--- src/rtl/cnn_pkg.sv ---
// rtl/cnn_pkg.sv - shared types, widths and shift/saturate helper for the psum accumulator
package cnn_pkg;

    localparam int CNN_PSUM_W = 16;
    localparam int CNN_ACC_W  = 32;
    localparam int CNN_DATA_W = 16;

    typedef logic signed [CNN_PSUM_W-1:0] psum_t;
    typedef logic signed [CNN_ACC_W-1:0]  acc_t;
    typedef logic signed [CNN_DATA_W-1:0] data_t;

    typedef enum logic [1:0] {IDLE, ACC, DONE} cnn_acc_state_e;

    // Arithmetic shift rounds toward -inf; the result is then clamped to the data range.
    function automatic data_t sat_shift(input acc_t a, input int unsigned frac);
        acc_t s;
        acc_t hi;
        acc_t lo;
        hi = acc_t'((64'sd1 <<< (CNN_DATA_W - 1)) - 64'sd1);
        lo = -hi - acc_t'(1);
        s  = a >>> frac;
        if (s > hi) begin
            return hi[CNN_DATA_W-1:0];
        end else if (s < lo) begin
            return lo[CNN_DATA_W-1:0];
        end
        return s[CNN_DATA_W-1:0];
    endfunction

endpackage

--- src/rtl/cnn_lane_accum.sv ---
// rtl/cnn_lane_accum.sv - one output-channel lane: accumulator, shift, saturate, output register
// Optional rectification of negative results under CNN_PSUM_RELU_EN.
module cnn_lane_accum
    import cnn_pkg::*;
#(
    parameter int PSUM_W = 16,
    parameter int ACC_W  = 32,
    parameter int DATA_W = 16,
    parameter int FRAC_W = 8
) (
    input  logic              clk_i,
    input  logic              reset_n_i,
    input  logic              clear_i,
    input  logic              beat_en_i,
    input  logic              first_i,
    input  logic              load_i,
    input  logic [PSUM_W-1:0] psum_i,
    output logic [DATA_W-1:0] fm_o
);

    logic signed [ACC_W-1:0]  acc;
    logic signed [ACC_W-1:0]  base;
    logic signed [ACC_W-1:0]  ext;
    logic signed [ACC_W-1:0]  sum;
    logic signed [DATA_W-1:0] sat;
    logic signed [DATA_W-1:0] res;

    always_comb begin
        base = first_i ? '0 : acc;
        ext  = ACC_W'(signed'(psum_i));
        sum  = base + ext;
    end

    // The final beat's sum is saturated directly so the output lands one cycle after that beat.
    if (ACC_W == CNN_ACC_W && DATA_W == CNN_DATA_W) begin : g_pkg_sat
        assign sat = sat_shift(sum, FRAC_W);
    end else begin : g_generic_sat
        localparam logic signed [ACC_W-1:0] SAT_MAX = ACC_W'((64'sd1 <<< (DATA_W - 1)) - 64'sd1);
        localparam logic signed [ACC_W-1:0] SAT_MIN = -SAT_MAX - ACC_W'(1);
        logic signed [ACC_W-1:0] shifted;
        always_comb begin
            shifted = sum >>> FRAC_W;
            if (shifted > SAT_MAX) begin
                sat = SAT_MAX[DATA_W-1:0];
            end else if (shifted < SAT_MIN) begin
                sat = SAT_MIN[DATA_W-1:0];
            end else begin
                sat = shifted[DATA_W-1:0];
            end
        end
    end

`ifdef CNN_PSUM_RELU_EN
    assign res = sat[DATA_W-1] ? '0 : sat;
`else
    assign res = sat;
`endif

    always_ff @(posedge clk_i or negedge reset_n_i) begin
        if (!reset_n_i) begin
            acc  <= '0;
            fm_o <= '0;
        end else begin
            if (clear_i) begin
                acc <= '0;
            end else if (beat_en_i) begin
                acc <= sum;
            end
            if (load_i) begin
                fm_o <= res;
            end
        end
    end

endmodule

--- src/rtl/cnn_psum_accum.sv ---
// rtl/cnn_psum_accum.sv - partial-sum accumulator top: layer FSM, beat/pixel counters, output handshake
// Lane ReLU is selected by CNN_PSUM_RELU_EN inside cnn_lane_accum.
module cnn_psum_accum
    import cnn_pkg::*;
#(
    parameter int N_p    = 4,
    parameter int Tn_p   = 2,
    parameter int Tm_p   = 2,
    parameter int K_p    = 2,
    parameter int R_p    = 16,
    parameter int C_p    = 16,
    parameter int PSUM_W = 16,
    parameter int ACC_W  = 32,
    parameter int DATA_W = 16,
    parameter int FRAC_W = 8,
    localparam int ROW_W = (R_p > 1) ? $clog2(R_p) : 1,
    localparam int COL_W = (C_p > 1) ? $clog2(C_p) : 1
) (
    input  logic                   clk_i,
    input  logic                   reset_n_i,
    input  logic                   start_i,
    input  logic [Tm_p*PSUM_W-1:0] psum_i,
    input  logic                   psum_valid_i,
    output logic                   psum_ready_o,
    output logic [Tm_p*DATA_W-1:0] fm_o,
    output logic                   fm_valid_o,
    input  logic                   fm_ready_i,
    output logic [ROW_W-1:0]       row_o,
    output logic [COL_W-1:0]       col_o,
    output logic                   busy_o,
    output logic                   done_o
);

    localparam int BEATS  = K_p * K_p * N_p / Tn_p;
    localparam int BEAT_W = (BEATS > 1) ? $clog2(BEATS) : 1;
    localparam logic [BEAT_W-1:0] BEAT_LAST = BEAT_W'(BEATS - 1);
    localparam logic [ROW_W-1:0]  ROW_LAST  = ROW_W'(R_p - 1);
    localparam logic [COL_W-1:0]  COL_LAST  = COL_W'(C_p - 1);

    if (N_p % Tn_p != 0) begin : g_bad_tile
        $error("N_p must be a multiple of Tn_p");
    end
    if (PSUM_W + $clog2(BEATS) > ACC_W) begin : g_bad_acc
        $error("ACC_W too narrow for PSUM_W + clog2(BEATS)");
    end

    cnn_acc_state_e   state;
    logic [BEAT_W-1:0] beat;
    logic [ROW_W-1:0]  pix_row;
    logic [COL_W-1:0]  pix_col;

    logic last_beat;
    logic beat_fire;
    logic out_fire;
    logic start_go;
    logic load;
    logic last_out;

    // Only the final beat of a pixel waits on the single-entry output register.
    assign last_beat    = (beat == BEAT_LAST);
    assign psum_ready_o = (state == ACC) && !(last_beat && fm_valid_o && !fm_ready_i);
    assign beat_fire    = psum_valid_i && psum_ready_o;
    assign out_fire     = fm_valid_o && fm_ready_i;
    assign start_go     = start_i && (state != ACC);
    assign load         = beat_fire && last_beat;
    assign last_out     = (row_o == ROW_LAST) && (col_o == COL_LAST);

    for (genvar l = 0; l < Tm_p; l++) begin : g_lane
        cnn_lane_accum #(
            .PSUM_W (PSUM_W),
            .ACC_W  (ACC_W),
            .DATA_W (DATA_W),
            .FRAC_W (FRAC_W)
        ) u_lane (
            .clk_i     (clk_i),
            .reset_n_i (reset_n_i),
            .clear_i   (start_go),
            .beat_en_i (beat_fire),
            .first_i   (beat == '0),
            .load_i    (load),
            .psum_i    (psum_i[l*PSUM_W +: PSUM_W]),
            .fm_o      (fm_o[l*DATA_W +: DATA_W])
        );
    end

    always_ff @(posedge clk_i or negedge reset_n_i) begin
        if (!reset_n_i) begin
            state      <= IDLE;
            beat       <= '0;
            pix_row    <= '0;
            pix_col    <= '0;
            row_o      <= '0;
            col_o      <= '0;
            fm_valid_o <= 1'b0;
            busy_o     <= 1'b0;
            done_o     <= 1'b0;
        end else begin
            case (state)
                IDLE, DONE: begin
                    if (start_i) begin
                        state   <= ACC;
                        beat    <= '0;
                        pix_row <= '0;
                        pix_col <= '0;
                        busy_o  <= 1'b1;
                        done_o  <= 1'b0;
                    end
                end
                ACC: begin
                    if (beat_fire) begin
                        beat <= last_beat ? '0 : beat + 1'b1;
                    end
                    if (load) begin
                        fm_valid_o <= 1'b1;
                        row_o      <= pix_row;
                        col_o      <= pix_col;
                        if (pix_col == COL_LAST) begin
                            pix_col <= '0;
                            pix_row <= (pix_row == ROW_LAST) ? '0 : pix_row + 1'b1;
                        end else begin
                            pix_col <= pix_col + 1'b1;
                        end
                    end else if (out_fire) begin
                        fm_valid_o <= 1'b0;
                    end
                    if (out_fire && last_out) begin
                        state  <= DONE;
                        busy_o <= 1'b0;
                        done_o <= 1'b1;
                    end
                end
                default: state <= IDLE;
            endcase
        end
    end

endmodule
--- config.mk ---
export PLATFORM = sky130hd
export DESIGN_NAME = cnn_psum_accum
export DESIGN_NICKNAME = d
export VERILOG_FILES = /design/src/rtl/cnn_pkg.sv /design/src/rtl/cnn_lane_accum.sv /design/src/rtl/cnn_psum_accum.sv
export SDC_FILE = /design/constraint.sdc
export NUM_CORES = 1
export LEC_CHECK = 0
export CAP_MARGIN = 25
export CORE_MARGIN = 8
export CORE_UTILIZATION = 42
export DETAILED_ROUTE_END_ITERATION = 7
export PLACE_DENSITY = 0.68
export SYNTH_ARGS = -nofsm -noshare
export SYNTH_HDL_FRONTEND = slang
export SYNTH_SLANG_ARGS = --single-unit
export TNS_END_PERCENT = 10
--- constraint.sdc ---
create_clock -name clk_i -period 5.6 [get_ports clk_i]
set_input_delay 0.84 -clock clk_i [delete_from_list [all_inputs] [get_ports clk_i]]
set_output_delay 0.84 -clock clk_i [all_outputs]
set_load 0.01 [all_outputs]
; After elaboration in Yosys (flattened, before gate mapping)
; Cells that the tools add are included.
[totals]
ff_bits = 120
output_inout_bits = 44
input_bits = 37
[op_classes]
magnitude_cmp = 4
addsub = 5
n_mux = 39
n_eq_ne = 13
n_reduce_logical = 24
[ops]
columns = op, count
row1 = $mux 32, 6
row2 = $mux 16, 6
row3 = $add 32x16->32, 2
row4 = $gt 24x16->1 const B, 2
row5 = $lt 24x16->1 const B, 2
row6 = $mux 4, 6
row7 = $eq 4x4->1 const B, 4
row8 = $pmux 4 s2, 2
row9 = $mux 1, 10
row10 = $logic_and 1x1->1, 9
row11 = $mux 3, 3
row12 = $reduce_and 3->1, 3
row13 = $add 4x1->4 const B, 2
row14 = $ne 2x1->1 const B, 4
row15 = $pmux 3 s2, 1
row16 = $reduce_and 2->1, 3
row17 = $reduce_bool 2->1, 3
row18 = $mux 2, 2
row19 = $ne 2x2->1 const B, 2
row20 = $pmux 1 s2, 2
row21 = $pmux 2 s2, 1
row22 = $reduce_and 4->1, 1
row23 = $add 3x1->3 const B, 1
row24 = $eq 3x3->1 const B, 1
row25 = other kinds (6), 7

; Longest topological paths before layout
; Gate-level depths: netlist of run 1.
[logic_depth]
ltp_word = 9
depth_mapped = 20
mapped_depth_nobuf = 17

; Modules after synthesis
; From an unflattened synthesis of run 1, not the netlist that was laid out.
[hier_totals]
cells_unflattened = 1100
area_unflattened_um2 = 9577.9
[modules_own_cells]
columns = mod, n_inst, area_each_um2, cells_per_inst
row1 = cnn_lane_accum, 2, 4192.8, 493
row2 = cnn_psum_accum, 1, 1192.4, 114

; Worst setup path before layout of run 1
; OpenSTA, ideal clock, no wires.
[synth_timing]
path_kind = reg-to-reg
start = register beat[0]
end = register g_lane[1].u_lane.fm_o[4]
path_slack_ns = 1.418
path_buffers = 3
path_stages_with_launch = 21
setup_time_ns = 0.136
arrival_ns = 4.046
cell_sequence = dfrtp_1 > inv_1 > ha_1 > nand2b_1 > clkbuf_1 > clkbuf_1 > and2_1 > ha_1 > inv_1 > fa_1 > and2b_1 > o211ai_1 > a31oi_1 > a31oi_2 > o21ai_2 > a2111oi_0 > or3_1 > xnor2_1 > a31oi_1 > buf_4 > o22ai_1
[synth_via]
elab_chain_len = 7
[synth_lines]
columns = item, line_no
row1 = start: declaration, cnn_psum_accum.sv:48  ; logic [BEAT_W-1:0] beat;
row2 = start signal: assignment, cnn_psum_accum.sv:111  ; beat <= last_beat ? '0 : beat + 1'b1;
row3 = $logic_not 3->1 or $eq 3x3->1 (tied branches), "cnn_psum_accum.sv:79, cnn_psum_accum.sv:60"
row4 = $mux 32 or $logic_and 1x1->1 (tied branches), "cnn_lane_accum.sv:29, cnn_psum_accum.sv:61"
row5 = $add 32x16->32 or $logic_and 1x1->1 (tied branches), "cnn_lane_accum.sv:31, cnn_psum_accum.sv:61"
row6 = $lt 24x16->1 or $logic_not 1->1 (tied branches), "cnn_pkg.sv:24, cnn_psum_accum.sv:61"
row7 = $mux 1 or $logic_and 1x1->1 (tied branches), "cnn_pkg.sv:24, cnn_psum_accum.sv:61"
row8 = $mux 1 or $logic_and 1x1->1 (tied branches), "cnn_pkg.sv:22, cnn_psum_accum.sv:62"
row9 = $mux 16 or $logic_and 1x1->1 (tied branches), "cnn_pkg.sv:27, cnn_psum_accum.sv:65"
row10 = end signal: assignment, cnn_lane_accum.sv:70  ; fm_o <= res;
row11 = end: declaration, cnn_lane_accum.sv:18  ; output logic [DATA_W-1:0] fm_o
; Several ways; a longest one is shown, not always the timed one.
; A chain may end at the register's enable or synchronous reset.

; Final worst setup path of run 1
[layout_timing]
start = register beat[0]
end = register g_lane[1].u_lane.fm_o[13]
; Same word-level chain as after synthesis.

==> results_dict.tcl, run 1 <==
set metrics [dict create \
    grt_usage_pct 18.2 \
    coreArea_um2 21100 \
    start_kind "register" \
    io_buffers 80 \
    period_needed_ns 4.83 \
    end_kind "register" \
    syn_avg_cell_area_um2 8.72 \
    rsz0062_at_grt "false" \
    ys_ff_latch 120 \
    wirelength_um 24100 \
    die_w_um 163 \
    postCtsSetupBuffers 0 \
    initialDrtViolationCount 527 \
    cts-resized-gates 0 \
    cts_buffers 17 \
    hpwl_um 17000 \
    slew_headroom_pct 39.4 \
    place_congestion 0.912 \
    dp_slack_ns 0.573 \
    hold_viol_final 0 \
    async_flop_share_pct 100 \
    final_cell_mix "dfrtp_1, nand2_1, o21ai_0, clkdlybuf4s50_1, nor2_1" \
    nets 1197 \
    critical_path.max_fanout 26 \
    final_common_cell "dfrtp_1" \
    r2r_end "g_lane[1].u_lane.fm_o[13]" \
    required_ns 5.89 \
    clock_path_buffers 2 \
    grt_pass1_wl_um 39700 \
    setup_tns_ns 0 \
    grt_pass1_vias 7816 \
    worstMarginPinSlew_ns 0.909 \
    holdCritStartpoint "g_lane[1].u_lane.acc[7]" \
    multi_input_area_um2 5700 \
    clock_skew_ns 0.0114 \
    syn_area_um2 9050 \
    clk_pin_slew_ns 0.06 \
    finalPower_uw 7110 \
    route.detailed.drc 0 \
    ant_nets 0 \
    die_area_um2 26500 \
    diodes 0 \
    firstDrtPassIters 7 \
    finalCritPeriodShare_pct 86.2 \
    met1_usage_pct 23.5 \
    synth_edf_count 0 \
    synth_cell_types 83 \
    fin_ws_ns 0.773 \
    cap_viol_max_count 0 \
    io_pins 81 \
    clock_sinks 120 \
    num_vias 7978 \
    cp.arrival_ns 5.11 \
    syn_inst 1038 \
    area.growth.synth_to_final_pct 17.3 \
    leakage_uw 0.00460 \
    grt_max_degree 70 \
    grtUsageMet3_pct 2.81 \
    fillers 2016 \
    hold_buffers 0 \
    cts_tree "done" \
    setup_viol 0 \
    gr-usage-met2_pct 30.1 \
    reg2reg_depth 17 \
    whs_path_depth 2 \
    start_util_pct 42.9 \
    status "completed" \
    clock-root-buffer "clkbuf_16" \
    ys.flop_type "dfrtp_1" \
    htreeDepth 4 \
    regArea_um2 3000 \
    r2r-start "beat[0]" \
    routedWlPerCell_um 17.5 \
    hold_end "g_lane[1].u_lane.acc[7]" \
    criticalPathCategory "reg -> reg" \
    clock_latency_ns 0.43 \
    reg2reg_setup_slack_ns 0.77 \
    syn_nets 1144 \
    synth-seq-area-share_pct 33.2 \
    powerDensity_nw_per_um2 670 \
    rows 53 \
    vias_per_cell 5.79 \
    max_freq_mhz 207 \
    antenna_found_initial 0 \
    drv_slew 0 \
    yosys_warnings 0 \
    peakVddDrop_mv 0.257 \
    hp-class "reg -> reg" \
    die_h_um 163 \
    hold_ws_ns 0.473 \
    layout-drive-gt1-share_pct 8.16 \
    top_usage_layer "met2" \
    grt.overflow.total 0 \
]
-- through the flow --
stage | cell area (um^2) | util, % | std cells
2_1_floorplan | 9050 | - | 1038
3_3_place_gp | 9990 | 47.4 | 1346
3_5_place_dp | 10000 | 47.5 | 1347
4_1_cts | 10600 | 50.3 | 1378
5_1_grt | 10600 | 50.3 | 1378
6_report | 10600 | 50.3 | 1378
-- final cells by class --
cell class / instances / area share, %
Multi-Input combinational cell: 843 / 53.7
Sequential cell: 120 / 28.3
Timing Repair Buffer: 92 / 8.49
Clock buffer: 17 / 4.01
Tap cell: 275 / 3.24
Clock inverter: 14 / 1.66
Inverter: 17 / 0.601
-- cells in the mapped netlist, drive strengths merged, types with 17 or more instances --
cell type | number | share of area [%]
a22o | 48 | 4.7
ha | 67 | 9.3
clkbuf | 43 | 2.0
nor3 | 24 | 1.5
xnor2 | 26 | 2.5
inv | 17 | 0.71
dfrtp | 120 | 33
and2 | 66 | 4.6
o21ai | 98 | 5.5
nand2 | 105 | 4.4
a21o | 26 | 2.2
nor2 | 76 | 3.2
a21oi | 72 | 4.2
nand4 | 21 | 1.5
o22ai | 32 | 2.9
xor2 | 25 | 2.4
-- per-layer routing --
layer | wire length, um | vias to the layer above
met5 | 0 | -
met4 | 599 | 0
met3 | 948 | 40
met2 | 11400 | 161
met1 | 11100 | 3839
li1 | - | 3938
-- registers in the layout, summed over array words and instances, names as in the netlist --
register,flops
g_lane.u_lane.acc,64
col_o,4
state,2
beat,3
busy_o,1
g_lane.u_lane.fm_o,32
row_o,4
done_o,1
pix_col,4
pix_row,4
fm_valid_o,1
-- power breakdown --
part           switching, uW  internal (uW)
sequential               237           1260
clock                    442            699
combinational           2510           1960
total                   3190           3920
-- critical path: stages (launching register included) --
cell      delay (ns)
dfrtp_1         0.41
inv_1           0.07
ha_1            0.15
nand2b_2        0.25
buf_4           0.33
and2_1          0.19
ha_1            0.38
nand4_1         0.18
a211oi_2        0.31
nor3_2          0.10
nor4_4          0.45
nor3_2          0.17
o41ai_2         0.30
xor2_1          0.17
or4b_4          0.58
o32ai_4         0.21
buf_4           0.31
o22ai_2         0.12
-- cells by family after synthesis --
family,count (synthesis),share of synthesized area [%]
compound gates,354,27.1
mux,2,0.221
xor+xnor,51,4.94
flops,120,33.2
fa+ha+maj,69,9.71
simple gates,367,20.8
buf+inv,75,4.08
-- worst max path at each step --
| stage | from | to | cells after the start |
|---|---|---|---|
| after CTS | beat[0] | g_lane[1].u_lane.fm_o[13] | 17 |
| after detailed placement | psum_i[31] | g_lane[1].u_lane.fm_o[11] | 13 |
| after floorplan | beat[0] | g_lane[1].u_lane.fm_o[4] | 20 |
| after global routing | beat[0] | g_lane[0].u_lane.fm_o[1] | 17 |
| final | beat[0] | g_lane[1].u_lane.fm_o[13] | 17 |
| after global placement | psum_i[31] | g_lane[1].u_lane.fm_o[10] | 13 |
Power figures use the tool's default switching activity.
==> inputs of run 2 (changes only) <==
- CTS_CLUSTER_SIZE: unset -> 24
==> results of run 2 <==
The final DEF is identical to that of run 1; final timing and power are the same.
